<file path="config.mk">
export PLATFORM = sky130hd
export DESIGN_NAME = prog_loader
export DESIGN_NICKNAME = d
export VERILOG_FILES = /design/src/rtl/prog_loader.sv
export SDC_FILE = /design/constraint.sdc
export NUM_CORES = 1
export LEC_CHECK = 0
export CAP_MARGIN = 25
export CORE_MARGIN = 1
export CORE_UTILIZATION = 60
export CTS_BUF_LIST = sky130_fd_sc_hd__clkbuf_2 sky130_fd_sc_hd__clkbuf_4 sky130_fd_sc_hd__clkbuf_8
export DETAILED_ROUTE_END_ITERATION = 10
export DONT_BUFFER_PORTS = 1
export HOLD_SLACK_MARGIN = 0.02
export PLACE_DENSITY = 0.78
export SLEW_MARGIN = 0
export SYNTH_ARGS = -nofsm -noshare
export SYNTH_HDL_FRONTEND = slang
export SYNTH_SLANG_ARGS = --single-unit
</file>
<file path="constraint.sdc">
create_clock -name clk -period 3.01 [get_ports clk]
set_clock_uncertainty 0.05 [all_clocks]
set_input_delay 0.1505 -clock clk [delete_from_list [all_inputs] [get_ports clk]]
set_output_delay 0.1505 -clock clk [all_outputs]
set_load 0.02 [all_outputs]
</file>
<file path="src/rtl/prog_loader.sv">
// Boot-time program loader: byte stream -> little-endian 32-bit words -> imem write port,
// holding the core in reset until the image is loaded. Optional trailer check: PROG_LOADER_CHECKSUM_EN.
module prog_loader #(
  parameter int DEPTH  = 64,
  parameter int ADDR_W = 6
) (
  input  logic              clk,
  input  logic              rst,
  input  logic              in_valid,
  input  logic [7:0]        in_data,
  output logic              in_ready,
  output logic              imem_we,
  output logic [ADDR_W-1:0] imem_addr,
  output logic [31:0]       imem_wdata,
  output logic              core_rst,
  output logic              done,
  output logic              err
);

  typedef enum logic [2:0] {LEN0, LEN1, DATA, CSUM, RUN, ERR} state_t;

  state_t      state_q, state_d;
  logic [15:0] cnt_q, cnt_d;
  logic [15:0] idx_q, idx_d;
  logic [1:0]  bcnt_q, bcnt_d;
  logic [23:0] shreg_q;
  logic        we_d;
  logic        err_d;
  logic        xfer;
  logic        in_range;
  logic        last_word;
  logic        ovf_end;
  logic [31:0] word_full;
`ifdef PROG_LOADER_CHECKSUM_EN
  logic [7:0]  csum_q, csum_d;
`endif

  assign xfer      = in_valid && in_ready;
  assign word_full = {in_data, shreg_q};
  assign in_range  = 32'(idx_q) < 32'(DEPTH);
  assign last_word = idx_q == (cnt_q - 16'd1);
  assign ovf_end   = err_q_or_ovf(err, in_range);

  function automatic logic err_q_or_ovf(input logic err_now, input logic fits);
    return err_now || !fits;
  endfunction

  always_comb begin
    state_d = state_q;
    cnt_d   = cnt_q;
    idx_d   = idx_q;
    bcnt_d  = bcnt_q;
    we_d    = 1'b0;
    err_d   = err || (state_q == ERR);
`ifdef PROG_LOADER_CHECKSUM_EN
    csum_d  = csum_q;
`endif
    case (state_q)
      LEN0: begin
        if (xfer) begin
          cnt_d[7:0] = in_data;
          state_d    = LEN1;
        end
      end
      LEN1: begin
        if (xfer) begin
          cnt_d[15:8] = in_data;
          if ({in_data, cnt_q[7:0]} == 16'd0) begin
`ifdef PROG_LOADER_CHECKSUM_EN
            state_d = CSUM;
`else
            state_d = RUN;
`endif
          end else begin
            state_d = DATA;
          end
        end
      end
      DATA: begin
        if (xfer) begin
          bcnt_d = bcnt_q + 2'd1;
`ifdef PROG_LOADER_CHECKSUM_EN
          csum_d = csum_q ^ in_data;
`endif
          if (bcnt_q == 2'd3) begin
            idx_d = idx_q + 16'd1;
            // Out-of-range words are still consumed so the stream stays aligned.
            if (in_range) we_d = 1'b1;
            else          err_d = 1'b1;
            if (last_word) begin
`ifdef PROG_LOADER_CHECKSUM_EN
              state_d = CSUM;
`else
              state_d = ovf_end ? ERR : RUN;
`endif
            end
          end
        end
      end
`ifdef PROG_LOADER_CHECKSUM_EN
      CSUM: begin
        if (xfer) state_d = (in_data == csum_q && !err) ? RUN : ERR;
      end
`endif
      RUN:     state_d = RUN;
      ERR:     state_d = ERR;
      default: state_d = ERR;
    endcase
  end

  always_ff @(posedge clk or posedge rst) begin
    if (rst) begin
      state_q    <= LEN0;
      cnt_q      <= '0;
      idx_q      <= '0;
      bcnt_q     <= '0;
      in_ready   <= 1'b0;
      imem_we    <= 1'b0;
      imem_addr  <= '0;
      imem_wdata <= '0;
      core_rst   <= 1'b1;
      done       <= 1'b0;
      err        <= 1'b0;
`ifdef PROG_LOADER_CHECKSUM_EN
      csum_q     <= '0;
`endif
    end else begin
      state_q  <= state_d;
      cnt_q    <= cnt_d;
      idx_q    <= idx_d;
      bcnt_q   <= bcnt_d;
      in_ready <= !(state_d == RUN || state_d == ERR);
      imem_we  <= we_d;
      if (we_d) begin
        imem_addr  <= idx_q[ADDR_W-1:0];
        imem_wdata <= word_full;
      end
      // Release lags the RUN transition by one edge so the last write lands first.
      core_rst <= state_q != RUN;
      done     <= state_q == RUN;
      err      <= err_d;
`ifdef PROG_LOADER_CHECKSUM_EN
      csum_q   <= csum_d;
`endif
    end
  end

  // Partial-word bytes need no reset: the byte counter decides which are live.
  always_ff @(posedge clk) begin
    if (state_q == DATA && xfer) shreg_q <= {in_data, shreg_q[23:8]};
  end

endmodule

</file>
# ---- After elaboration in Yosys (flattened, before gate mapping)
# Cells that the tools add are included.
dict set report word_totals {
  word_cells 55
  out_inout_bits 43
  register_bits 104
}
dict set report classes {
  n_reduce_logical 13
  n_addsub 3
  order_cmp 1
  eq_ne 9
  n_mux 16
}
# cell count
set ops {}
lappend ops {{2-to-1 mux 3 bit} 6}
lappend ops {{adder 16 x 1 -> 16 bit, second input constant} 1}
lappend ops {{equality test 16 bit} 1}
lappend ops {{zero test 16 bit} 1}
lappend ops {{less-than comparator 16 x 7 -> 1 bit, second input constant} 1}
lappend ops {{subtractor 16 x 1 -> 16 bit, second input constant} 1}
lappend ops {{equality test 3 bit, second input constant} 4}
lappend ops {{case mux 3 bit (4 select lines)} 1}
lappend ops {{2-to-1 mux 1 bit} 9}
lappend ops {{AND reduction 2 bit} 3}
lappend ops {{equality test 3 x 1 -> 1 bit, second input constant} 1}
lappend ops {{equality test 3 x 2 -> 1 bit, second input constant} 1}
lappend ops {{zero test 3 bit} 1}
lappend ops {{logical OR 1 bit} 3}
lappend ops {{!= test 3 bit, second input constant} 1}
lappend ops {{AND reduction 3 bit} 1}
lappend ops {{adder 2 x 1 -> 2 bit, second input constant} 1}
lappend ops {{equality test 2 bit, second input constant} 1}
lappend ops {{logical AND 1 bit} 2}
lappend ops {{zero test 1 bit} 2}

# ---- Longest topological paths before layout
# Gate-level depths: netlist of run 1.
dict set report depth {
  ltp_word 11
  depth_mapped 8
  mapped_depth_nobuf 8
}

# ---- Worst setup path after synthesis of run 1
# Ideal clock, no wire load.
dict set report synth_timing {
  kind {reg-to-reg}
  from {register state_q[1]}
  to {register bcnt_q[1]}
  setup_time_ns 0.125
  arrival_ns 2.272
  stages_incl_launch_ff 5
  synth_period_minus_slack_ns 2.447
  setup_slack_ns 0.563
  path_cell_list {dfrtp_1 > nor2b_1 > nand2b_1 > nor2_1 > mux2_2}
}
dict set report synth_via {
  elab_chain_cells 2
}
# item line
set synth_rtl {}
lappend synth_rtl {{start: declaration} 22} ;# state_t state_q, state_d;
lappend synth_rtl {{start signal: assignment} 128} ;# state_q <= state_d;
lappend synth_rtl {{equality test 3 x 2 -> 1 bit} 58} ;# case (state_q)
lappend synth_rtl {{AND reduction 2 bit (no line)} n/a}
lappend synth_rtl {{end signal: assignment} 131} ;# bcnt_q <= bcnt_d;
lappend synth_rtl {{end: declaration} 25} ;# logic [1:0] bcnt_q, bcnt_d;
# No other way between the ends.
# A chain may end at the register's enable or synchronous reset.

# ---- Worst setup path in the final report of run 1
dict set report layout_timing {
  from {register cnt_q[2]}
  to {register state_q[1]}
}
dict set report layout_via {
  elab_chain_cells 6
}
# item line
set layout_rtl {}
lappend layout_rtl {{start: declaration} 23} ;# logic [15:0] cnt_q, cnt_d;
lappend layout_rtl {{start signal: assignment} 129} ;# cnt_q <= cnt_d;
lappend layout_rtl {{subtractor 16 x 1 -> 16 bit} 41} ;# assign last_word = idx_q == (cnt_q - 16'd1);
lappend layout_rtl {{equality test 16 bit} 41}
lappend layout_rtl {{2-to-1 mux 3 bit} 90} ;# if (last_word) begin
lappend layout_rtl {{2-to-1 mux 3 bit} 85} ;# if (bcnt_q == 2'd3) begin
lappend layout_rtl {{2-to-1 mux 3 bit} 80} ;# if (xfer) begin
lappend layout_rtl {{case mux 3 bit (4 select lines) (*)} 58}
lappend layout_rtl {{via state_d[1]} 22}
# Mark *: on every way through the listed nets, which the timed path passes. The rest lies on a longest branch.

==> summary.md, run 1 <==
| Metric | Value |
|---|---|
| Outcome | completed |
| Detailed Place HPWL | about 5.6 mm |
| Initial DRT Pass Iterations | 4 |
| Share of cells above drive strength 1 | 25.4% |
| Clock Path Buffers | 2 |
| Sink Count | roughly 100 |
| Fin. max-slew vios | 0 |
| Syn Std Cell Area | approximately 4400 µm² |
| CTS root buf | clkbuf_8 |
| Arrival @ worst endpoint | about 2.8 ns |
| H-tree depth | 3 |
| Synth async-reset ratio | 76.9% |
| Die Width | between 80 and 90 µm |
| # IOs | 54 |
| Setup-failing EPs final | 0 |
| Number of diodes | 0 |
| DRC Markers | 0 |
| Cts repair resizes | 0 |
| DR WL/cell | 18.8 µm |
| Critical Path Source Type | flop |
| Initial Util | 63.5% |
| CTS tree | built |
| Clock-pin transition on the worst setup and hold timing paths | 0.11 ns |
| Chip height | just under 90 µm |
| First-pass GRT wire length | 13.2 mm |
| Non-filler cells, final | 439 |
| Full die area | 7740 µm² |
| Total grt overflow | 0 |
| Core area | between 6000 and 7000 µm² |
| Hold slack final | 0.0353 ns |
| Setup TNS | 0 ns |
| Achievable clock frequency | 387 MHz |
| Global-route met1 utilization | slightly above 30% |
| Element type at the critical path end | flop |
| Hold Fails Final Rpt | 0 |
| Type of the worst setup path | reg2reg |
| Most frequent cells in the layout | dfrtp_1 (79), mux2_2 (54), xnor2_1 (24), edfxtp_1 (24), nand2_1 (18) |
| Final Critical Period | approximately 2.6 ns |
| Initial antenna violation count | 0 |
| Largest fanout on the critical path | 6 |
| Skew-Pair Late Insertion Delay | 0.37 ns |
| Slew @ Worst Pin | 0.578 ns |
| Placed insts | ~410 |
| Period utilization | 85.8% |
| Peak supply drop | 450 µV |
| Vias in the first global route | 2623 |
| IO buf count | 0 |
| Yosys reg bits | about 100 |
| Rel. slew slack | between 60 and 70% |
| WP data required | 3.21 ns |
| Sequential fraction of the synthesis area | about three fifths |
| Pwr/cell area | 755 nW/µm² |
| Pleak | between 0.002 and 0.0025 µW |
| HP Class | in2async |
| Max cap viols | 0 |
| Post-synthesis area per instance | about 14 µm² |
| Synth warn | 0 |
| Commonest non-fill, non-tap cell in the layout | dfrtp_1 |
| Area delta synth->final | 10.6% |
| Routed Antenna Nets | 0 |
| Routed wire length | between 8 and 9 mm |
| Cells after Synth | 320 |
| Row cnt | 30 |
| Met3 Resource Use GR | 5.94% |
| Gr busiest metal | met2 |
| Final #Nets | around 350 |
| Gpl congestion | 0.978 |
| Met2 usage | 37.1% |
| Post-synth EDFFs | 24 |
| Post-CTS Setup Bufs | 0 |
| Global Route Usage Sum | 23.4% |
| RSZ-0062 raised after global routing | no |
| Top FF cell, synth | dfrtp_1 |
| Vias per inst | 5.86 |
| Largest net degree at the start of global routing | 57 |
| Hold Buf Count CTS | 9 |
| Routed via count | 2574 |
| Netlist cell types | 50 |
| Syn_nets | 334 |
| CTS buffer count | 9 |
| Initial DRC count | between 100 and 150 |
| Total power draw | between 3000 and 4000 µW |
[final timing paths]
kind / start / slack [ns] / depth (start not counted) / end
worst min-delay path: rst / 0.04 / 2 / imem_addr[1]$_DFFE_PP0P_
min in group clk: in_data[7] / 0.08 / 4 / state_q[1]$_DFF_PP0_
max in group asynchronous: rst / 2.18 / 4 / imem_wdata[22]$_DFFE_PP0P_
worst max register to register: cnt_q[2]$_DFFE_PP0P_ / 0.43 / 6 / state_q[1]$_DFF_PP0_
worst min register to register: shreg_q[17]$_DFFE_PP_ / 0.41 / 0 / shreg_q[9]$_DFFE_PP_
worst max-delay path: cnt_q[2]$_DFFE_PP0P_ / 0.43 / 6 / state_q[1]$_DFF_PP0_
[state kept, by name, indices dropped and copies added, names as in the netlist]
signal / cells
imem_wdata: 32
done: 1
cnt_q: 16
bcnt_q: 2
imem_addr: 6
shreg_q: 24
core_rst: 1
imem_we: 1
err: 1
idx_q: 16
state_q: 3
in_ready: 1
[metrics by stage]
| stage | util [%] | setup WS (ns) | cell area [µm²] |
|---|---|---|---|
| final | 70.2 | 0.427 | 4900 |
| after global routing | 70.2 | 0.248 | 4900 |
| after CTS | 69.8 | 0.483 | 4880 |
| after detailed placement | 65.6 | 0.472 | 4580 |
| after global placement | 65.6 | 0.646 | 4580 |
| after floorplan | - | 0.563 | 4430 |
[logic make-up after synthesis]
family / after synthesis / synth area share (%)
XOR/XNOR: 38 / 7.82
AND/OR/NAND/NOR: 84 / 10.6
multiplexers: 54 / 13.7
adder cells (fa/ha/maj): 3 / 0.847
buffers and inverters: 14 / 1.24
AO/OA/AOI/OAI: 23 / 4.35
flip-flops: 104 / 61.4
[per-layer routing]
layer  wire length (µm)  part of all wire (%)
met5                  0                     0
met4                119                   1.4
met3                475                   5.8
met2               4110                    50
met1               3540                    43
[power breakdown]
part	total (µW)	internal, µW	switching [µW]
registers	2290	1750	538
logic	551	334	217
clock network	861	335	527
[synthesized netlist by cell type, drive strengths merged (2+ instances only)]
| cell | number | area share (%) |
|---|---|---|
| nand3 | 11 | 1.2 |
| xnor2 | 24 | 4.7 |
| nand4 | 4 | 0.56 |
| dfrtp | 79 | 45 |
| mux2 | 54 | 14 |
| inv | 7 | 0.59 |
| nand4b | 2 | 0.40 |
| clkbuf | 3 | 0.25 |
| nor2 | 16 | 1.4 |
| nor2b | 2 | 0.28 |
| or4 | 2 | 0.45 |
| buf | 4 | 0.40 |
| nor4 | 7 | 1.5 |
| nand2b | 3 | 0.42 |
| xor2 | 13 | 2.6 |
| and3 | 5 | 0.71 |
| a21o | 3 | 0.54 |
| a21oi | 3 | 0.34 |
| ha | 3 | 0.85 |
| o21ai | 3 | 0.34 |
| nand2 | 19 | 1.7 |
| edfxtp | 24 | 16 |
| a221o | 2 | 0.45 |
| a22oi | 2 | 0.34 |
| nor3 | 6 | 0.68 |
[critical path, stage by stage (launching register included)]
cell      delay (ns)
dfrtp_1         0.47
nor3_1          0.53
nand4b_1        0.31
or4b_1          0.57
a22oi_1         0.22
and4_1          0.24
o22ai_1         0.08
[area by class of cell]
type | instances | area (µm²)
clock buffers | 9 | 124
clock inverters | 7 | 83.8
fillers | 503 | 2080
inverters | 7 | 27.5
multi-input cells | 202 | 1660
flip-flops and latches | 104 | 2720
well taps | 96 | 120
repair buffers | 14 | 160
Power figures use the tool's default switching activity.
==> inputs of run 2 (changes only) <==
--- a/config.mk
+++ b/config.mk
@@ -7,12 +7,12 @@
 export LEC_CHECK = 0
 export CAP_MARGIN = 25
 export CORE_MARGIN = 1
-export CORE_UTILIZATION = 60
+export CORE_UTILIZATION = 27
 export CTS_BUF_LIST = sky130_fd_sc_hd__clkbuf_2 sky130_fd_sc_hd__clkbuf_4 sky130_fd_sc_hd__clkbuf_8
 export DETAILED_ROUTE_END_ITERATION = 10
 export DONT_BUFFER_PORTS = 1
 export HOLD_SLACK_MARGIN = 0.02
-export PLACE_DENSITY = 0.78
+export PLACE_DENSITY = 0.42
 export SLEW_MARGIN = 0
 export SYNTH_ARGS = -nofsm -noshare
 export SYNTH_HDL_FRONTEND = slang
==> summary.md, run 2 (synthesis gave the netlist of run 1 again) <==
| Metric | Value |
|---|---|
| Cells along the critical path | nor4_1 -> nand2_1 -> or4_4 -> a2111oi_4 -> and4_1 -> o22ai_1 |
| Arrival @ worst endpoint | 2.69 ns |
| Flop pwr share | roughly 62% |
| Critical Path Source Type | flop |
| Comb pwr share | 15.0% |
| Area delta synth->final | 13.2% |
| Final Critical Period | 2.48 ns |
| Routed via count | approximately 2600 |
| Full die area | about 17000 µm² |
| DR WL/cell | 17.7 µm |
| Element type at the critical path end | flop |
| Outcome | completed |
| Achievable clock frequency | between 400 and 500 MHz |
| Hold Fails Final Rpt | 0 |
| Total grt overflow | 0 |
| DRC Markers | 0 |
| Initial DRT Pass Iterations | 4 |
| Placement Cell Area | 4730 µm² |
| Die Width | 130 µm |
| CTS buffer count | 9 |
| Period utilization | 82.5% |
| Placed insts | 532 |
| Slew @ Worst Pin | 0.723 ns |
| CP max stage cell | or4_4 |
| Setup-failing EPs final | 0 |
| Clock-pin transition on the worst setup and hold timing paths | 0.09 ns |
| WP data required | approximately 3.2 ns |
| Peak supply drop | between 200 and 300 µV |
| Biggest register | imem_wdata |
| Clock power frac | 22.7% |
| Skew-Pair Late Insertion Delay | 0.38 ns |
| Largest net degree at the start of global routing | 44 |
| H-tree depth | 3 |
| Type of the worst setup path | reg2reg |
| Commonest non-fill, non-tap cell in the layout | dfrtp_1 |
| Non-filler cells, final | between 500 and 600 |
| Max cap viols | 0 |
| Fin. max-slew vios | 0 |
| Reg2reg setup slack | 0.53 ns |
| Final core occ | 31.5% |
| Number of diodes | 0 |
| Vias per inst | approximately 4.6 |
| # IOs | 54 |
| Share of cells above drive strength 1 | about 25% |
| Internal power | 2430 µW |
| Pleak | approximately 0.0021 µW |
| Finished Cell Area | between 5000 and 6000 µm² |
| CTS tree | built |
| HP Class | in2reg |
| Setup TNS | 0 ns |
| CTS root buf | clkbuf_8 |
| Global Route Usage Sum | between 10% and 20% |
| Rel. slew slack | 51.8% |
| Initial Util | 27.8% |
| Initial DRC count | 129 |
| Hold slack final | approximately 0.066 ns |
| Cts repair resizes | 0 |
| Routed wire length | 9.87 mm |
| Sink Count | 104 |
| Routed Antenna Nets | 0 |
| Pwr/cell area | 735 nW/µm² |
| Number of flip-flops in the largest register | 32 |
| Switching Fraction | about a third |
| Row cnt | 46 |
| Fillcell total | 1606 |
| Final #Nets | 351 |
| Gpl congestion | 0.820 |
| Detailed Place HPWL | between 6 and 7 mm |
| Chip height | roughly 130 µm |
| Biggest regs | imem_wdata: 32 flops, shreg_q: 24 flops |
| RSZ-0062 raised after global routing | no |
| Largest fanout on the critical path | 4 |
| Most frequent cells in the layout | dfrtp_1 (79), mux2_2 (54), xnor2_1 (24), edfxtp_1 (24), nand2_1 (18) |
| First-pass GRT wire length | 15.3 mm |
| IO buf count | 0 |
| Clock Path Buffers | 2 |
| Switch Pwr | 1250 µW |
| Vias in the first global route | 2544 |
| Core area | 15900 µm² |
| Crit-path max cell delay | 0.56 ns |
| Initial antenna violation count | 0 |
-- run 2: changes by cell type in the layout (fill, tap and decap cells not counted) --
cell           change
buf_12             +1
buf_16             -1
buf_4              -2
clkbuf_4           +2
clkbuf_8           +1
clkinv_2           +1
clkinv_8           -2
dlygate4sd3_1      +1
inv_6              +1
inv_8              -3
-- run 2: worst max-delay path, delay by kind of cell, from the launching register on --
family / cells / cell delay (ns)
flip-flops: 1 / 0.44
AO/OA/AOI/OAI: 2 / 0.45
AND/OR/NAND/NOR: 4 / 1.43
-- run 2: path summary, 6_finish.rpt --
kind / endpoint / cells past startpoint / startpoint
worst max-delay path: state_q[1]$_DFF_PP0_ / 6 / cnt_q[4]$_DFFE_PP0P_
worst min-delay path: state_q[1]$_DFF_PP0_ / 4 / in_data[7]
worst max register to register: state_q[1]$_DFF_PP0_ / 6 / cnt_q[4]$_DFFE_PP0P_
worst min register to register: shreg_q[8]$_DFFE_PP_ / 0 / shreg_q[16]$_DFFE_PP_
max in group asynchronous: core_rst$_DFF_PP1_ / 3 / rst
min in group asynchronous: idx_q[1]$_DFFE_PP0P_ / 2 / rst
-- run 2: final cells by class --
| type | instances | area [µm²] | share of cell area, % |
|---|---|---|---|
| Sequential cell | 104 | 2720 | 54.3 |
| Multi-Input combinational cell | 202 | 1660 | 33.2 |
| Tap cell | 216 | 270 | 5.39 |
| Clock buffer | 12 | 153 | 3.04 |
| Timing Repair Buffer | 13 | 148 | 2.94 |
| Clock inverter | 4 | 31.3 | 0.623 |
| Inverter | 7 | 27.5 | 0.549 |
-- run 2: routing by layer --
layer	up-vias	share of wire, %	routed length [µm]	global-route usage (%)
met4	0	2.1	205	6.36
met1	1308	46	4590	16.9
li1	1188	-	-	-
met2	53	46	4530	19.0
met3	13	5.6	548	3.20
met5	-	0	0	0
-- run 2: timing repair --
item                                    4_1_cts  5_1_grt
setup buffers                                 0        0
endpoints found under the setup margin        0        0
hold endpoints to repair                     70        0
hold buffers                                 10        0
-- run 2: per-stage QoR --
stage          power, µW  setup slack (ns)
2_1_floorplan       2710             0.563
3_3_place_gp        2870             0.609
3_5_place_dp        2890             0.570
4_1_cts             3760             0.552
5_1_grt             3910             0.392
6_report            3690             0.528
-- run 2: power by group through the flow --
stage,logic [µW],registers (µW),clock network [µW]
finish,553,2300,835
global route,617,2360,932
CTS,567,2310,879
detailed placement,545,2340,0
global placement,532,2340,0
floorplan,454,2250,0
==> inputs of run 3 (changes only) <==
--- a/config.mk
+++ b/config.mk
@@ -5,6 +5,7 @@
 export SDC_FILE = /design/constraint.sdc
 export NUM_CORES = 1
 export LEC_CHECK = 0
+export ABC_AREA = 1
 export CAP_MARGIN = 25
 export CORE_MARGIN = 1
 export CORE_UTILIZATION = 27
==> constraint.sdc (replaced) <==
create_clock -name clk -period 2.56 [get_ports clk]
set_clock_uncertainty 0.05 [all_clocks]
set_input_delay 0.128 -clock clk [delete_from_list [all_inputs] [get_ports clk]]
set_output_delay 0.128 -clock clk [all_outputs]
set_load 0.02 [all_outputs]
==> summary.md, run 3 <==
| Metric | Value |
|---|---|
| Die Width | 133 µm |
| Buffer and inverter count on the worst path | 1 |
| Share of cells above drive strength 1 | under 10% |
| Synth cell count leaders | nand2_1 (172), dfrtp_1 (79), inv_1 (45) |
| Internal power | 2180 µW |
| # IOs | between 50 and 60 |
| Final #Nets | 522 |
| Initial antenna violation count | 0 |
| Flop pwr share | 59.5% |
| Initial Util | about 28% |
| Routed via count | around 3200 |
| Biggest regs | imem_wdata: 32 flops, shreg_q: 24 flops |
| Number of diodes | 0 |
| Commonest non-fill, non-tap cell in the layout | nand2_1 |
| Yosys top cell by area | dfrtp_1 |
| Detailed Place HPWL | 7.69 mm |
| Slew @ Worst Pin | 0.615 ns |
| RSZ-0062 raised after global routing | no |
| Post-synth EDFFs | 24 |
| Max cap viols | 0 |
| H-tree depth | 3 |
| Syn Std Cell Area | around 4600 µm² |
| Crit-path max cell delay | 0.48 ns |
| Synth top area share | 42.9% |
| Placement Cell Area | 4860 µm² |
| PnR worst setup slack | about 0.38 ns |
| Post-Place Worst Slack | 0.320 ns |
| Pleak | roughly 0.0025 µW |
| Area delta synth->final | 12.0% |
| Global Route Usage Sum | 12.8% |
| Fillcell total | 1762 |
| Largest net degree at the start of global routing | 49 |
| HP Class | in2reg |
| IO buf count | 0 |
| Final Critical Period | roughly 2.2 ns |
| Initial DRT Pass Iterations | 4 |
| Pwr/cell area | ~550 nW/µm² |
| Full die area | 17600 µm² |
| Arrival @ worst endpoint | between 2 and 2.5 ns |
| Synth warn | 0 |
| Finished Cell Area | ~5200 µm² |
| Switching Fraction | a little under a quarter |
| Gpl congestion | 0.795 |
| Clock power frac | about two fifths |
| First-pass GRT wire length | 17.4 mm |
| Number of flip-flops in the largest register | 32 |
| Vias per inst | 4.32 |
| Yosys reg bits | 104 |
| Routed Antenna Nets | 0 |
| Chip height | roughly 130 µm |
| Biggest register | imem_wdata |
| Sink Count | 104 |
| FF+latch area | 2720 µm² |
| Setup TNS | 0 ns |
| CTS buffer count | 9 |
| Core area | 16600 µm² |
| CP max stage cell | dfrtp_1 |
| CTS root buf | clkbuf_8 |
| Outcome | completed |
| Final core occ | 31.0% |
| Type of the worst setup path | reg2reg |
| DR WL/cell | 14.3 µm |
| Fin. max-slew vios | 0 |
| Clock Path Buffers | 2 |
| Post-synthesis area per instance | 9.31 µm² |
| Setup-failing EPs final | 0 |
| CTS tree | built |
| Synth async-reset ratio | between 70% and 80% |
| Comb pwr share | 1.9% |
| Hold slack final | about 0.092 ns |
| Largest fanout on the critical path | 7 |
| Clock-pin transition on the worst setup and hold timing paths | 0.10 ns |
| Peak supply drop | approximately 300 µV |
| Most frequent cells in the layout | nand2_1 (172), dfrtp_1 (79), inv_1 (44) |
| DRC Markers | 0 |
| Period utilization | a little over four fifths |
| Area of the multi-input gates | 1630 µm² |
| Hold Fails Final Rpt | 0 |
| Syn_nets | 509 |
| Crit path max-delay family | simple AND/OR/NAND/NOR gates |
| Critical Path Source Type | flop |
| Achievable clock frequency | 460 MHz |
| Sequential fraction of the synthesis area | 59.1% |
| Rel. slew slack | 58.9% |
| WP data required | 2.78 ns |
| Netlist cell types | 34 |
| Row cnt | 47 |
| Most numerous cell in the Yosys netlist | nand2_1 |
| Cells after Synth | 495 |
| Total grt overflow | 0 |
| Cells along the critical path | nand2_1 -> nor2_1 -> nand2_1 -> inv_2 -> nand4_1 -> nor2_2 -> nand4_1 -> xnor2_1 |
| Element type at the critical path end | flop |
| Top cells by area, synth | dfrtp_1 (43%), edfxtp_1 (16%), nand2_1 (14%) |
| Skew-Pair Late Insertion Delay | 0.39 ns |
| Switch Pwr | around 660 µW |
| Top FF cell, synth | dfrtp_1 |
| Routed wire length | 10.5 mm |
| Cts repair resizes | 0 |
| Vias in the first global route | 3194 |
| Initial DRC count | approximately 150 |
==> run 3: changes by cell type after synthesis, sizes merged, moves of 16 or more <==
cell and change:
inv +42, nand3 +16, nor2 +25, nand2 +156, mux2 -53, o21ai +30
==> run 3: worst min-delay path, delay by kind of cell <==
family | cells | cell delay [ns]
compound gates | 1 | 0.07
simple gates | 3 | 0.29
==> run 3: what timing repair did <==
item	4_1_cts	5_1_grt
buffers inserted	0	0
hold buffers	9	0
hold endpoints to repair	65	0
==> run 3: power groups by stage <==
stage | clock network, µW | registers [µW] | logic, µW
after CTS | 1150 | 1690 | 58.7
after global placement | 0 | 1720 | 41.3
final | 1090 | 1690 | 54.9
after detailed placement | 0 | 1720 | 41.9
after floorplan | 0 | 1720 | 23.1
after global routing | 1210 | 1690 | 63.5
==> run 3: cells by family after synthesis <==
logic type / after synthesis / share of synthesized area (%)
and+or+nand+nor: 259 / 24.2
DFF: 104 / 59.1
buffers and inverters: 61 / 5.65
AOI/OAI and AO/OA: 37 / 4.24
xor gates and xnor gates: 30 / 5.70
adders and majority gates: 3 / 0.815
muxes: 1 / 0.244
==> run 3: final cells by class <==
type	count	share of cell area, %
clock buffers	9	2.40
clock inverters	7	1.70
inverters	50	3.69
multi-input cells	330	31.5
flip-flops and latches	104	52.8
well taps	220	5.33
repair buffers	13	2.57
==> run 3: worst paths after layout <==
path                                 startpoint                   endpoint  slack [ns]  cells after the start
min in group asynchronous                   rst   imem_addr[0]$_DFFE_PP0P_        0.21                      2
max in group asynchronous                   rst         core_rst$_DFF_PP1_        1.52                      3
min                                    in_valid       state_q[1]$_DFF_PP0_        0.09                      4
max                          in_ready$_DFF_PP0_      idx_q[15]$_DFFE_PP0P_        0.38                      8
max reg2reg                  in_ready$_DFF_PP0_      idx_q[15]$_DFFE_PP0P_        0.38                      8
min reg2reg                shreg_q[0]$_DFFE_PP_  imem_wdata[0]$_DFFE_PP0P_        0.40                      2
==> run 3: stage by stage <==
step / std cells / power (µW)
global placement: 708 / 1770
CTS: 733 / 2890
finish: 733 / 2840
detailed placement: 708 / 1770
floorplan: 495 / 1750
global route: 733 / 2960
==> run 3: layer usage <==
| layer | vias up | track usage [%] | wire length (µm) |
|---|---|---|---|
| met5 | - | 0 | 0 |
| met4 | 0 | 4.79 | 235 |
| met3 | 15 | 3.60 | 472 |
| met2 | 52 | 20.7 | 4930 |
| met1 | 1515 | 16.3 | 4870 |
| li1 | 1584 | - | - |
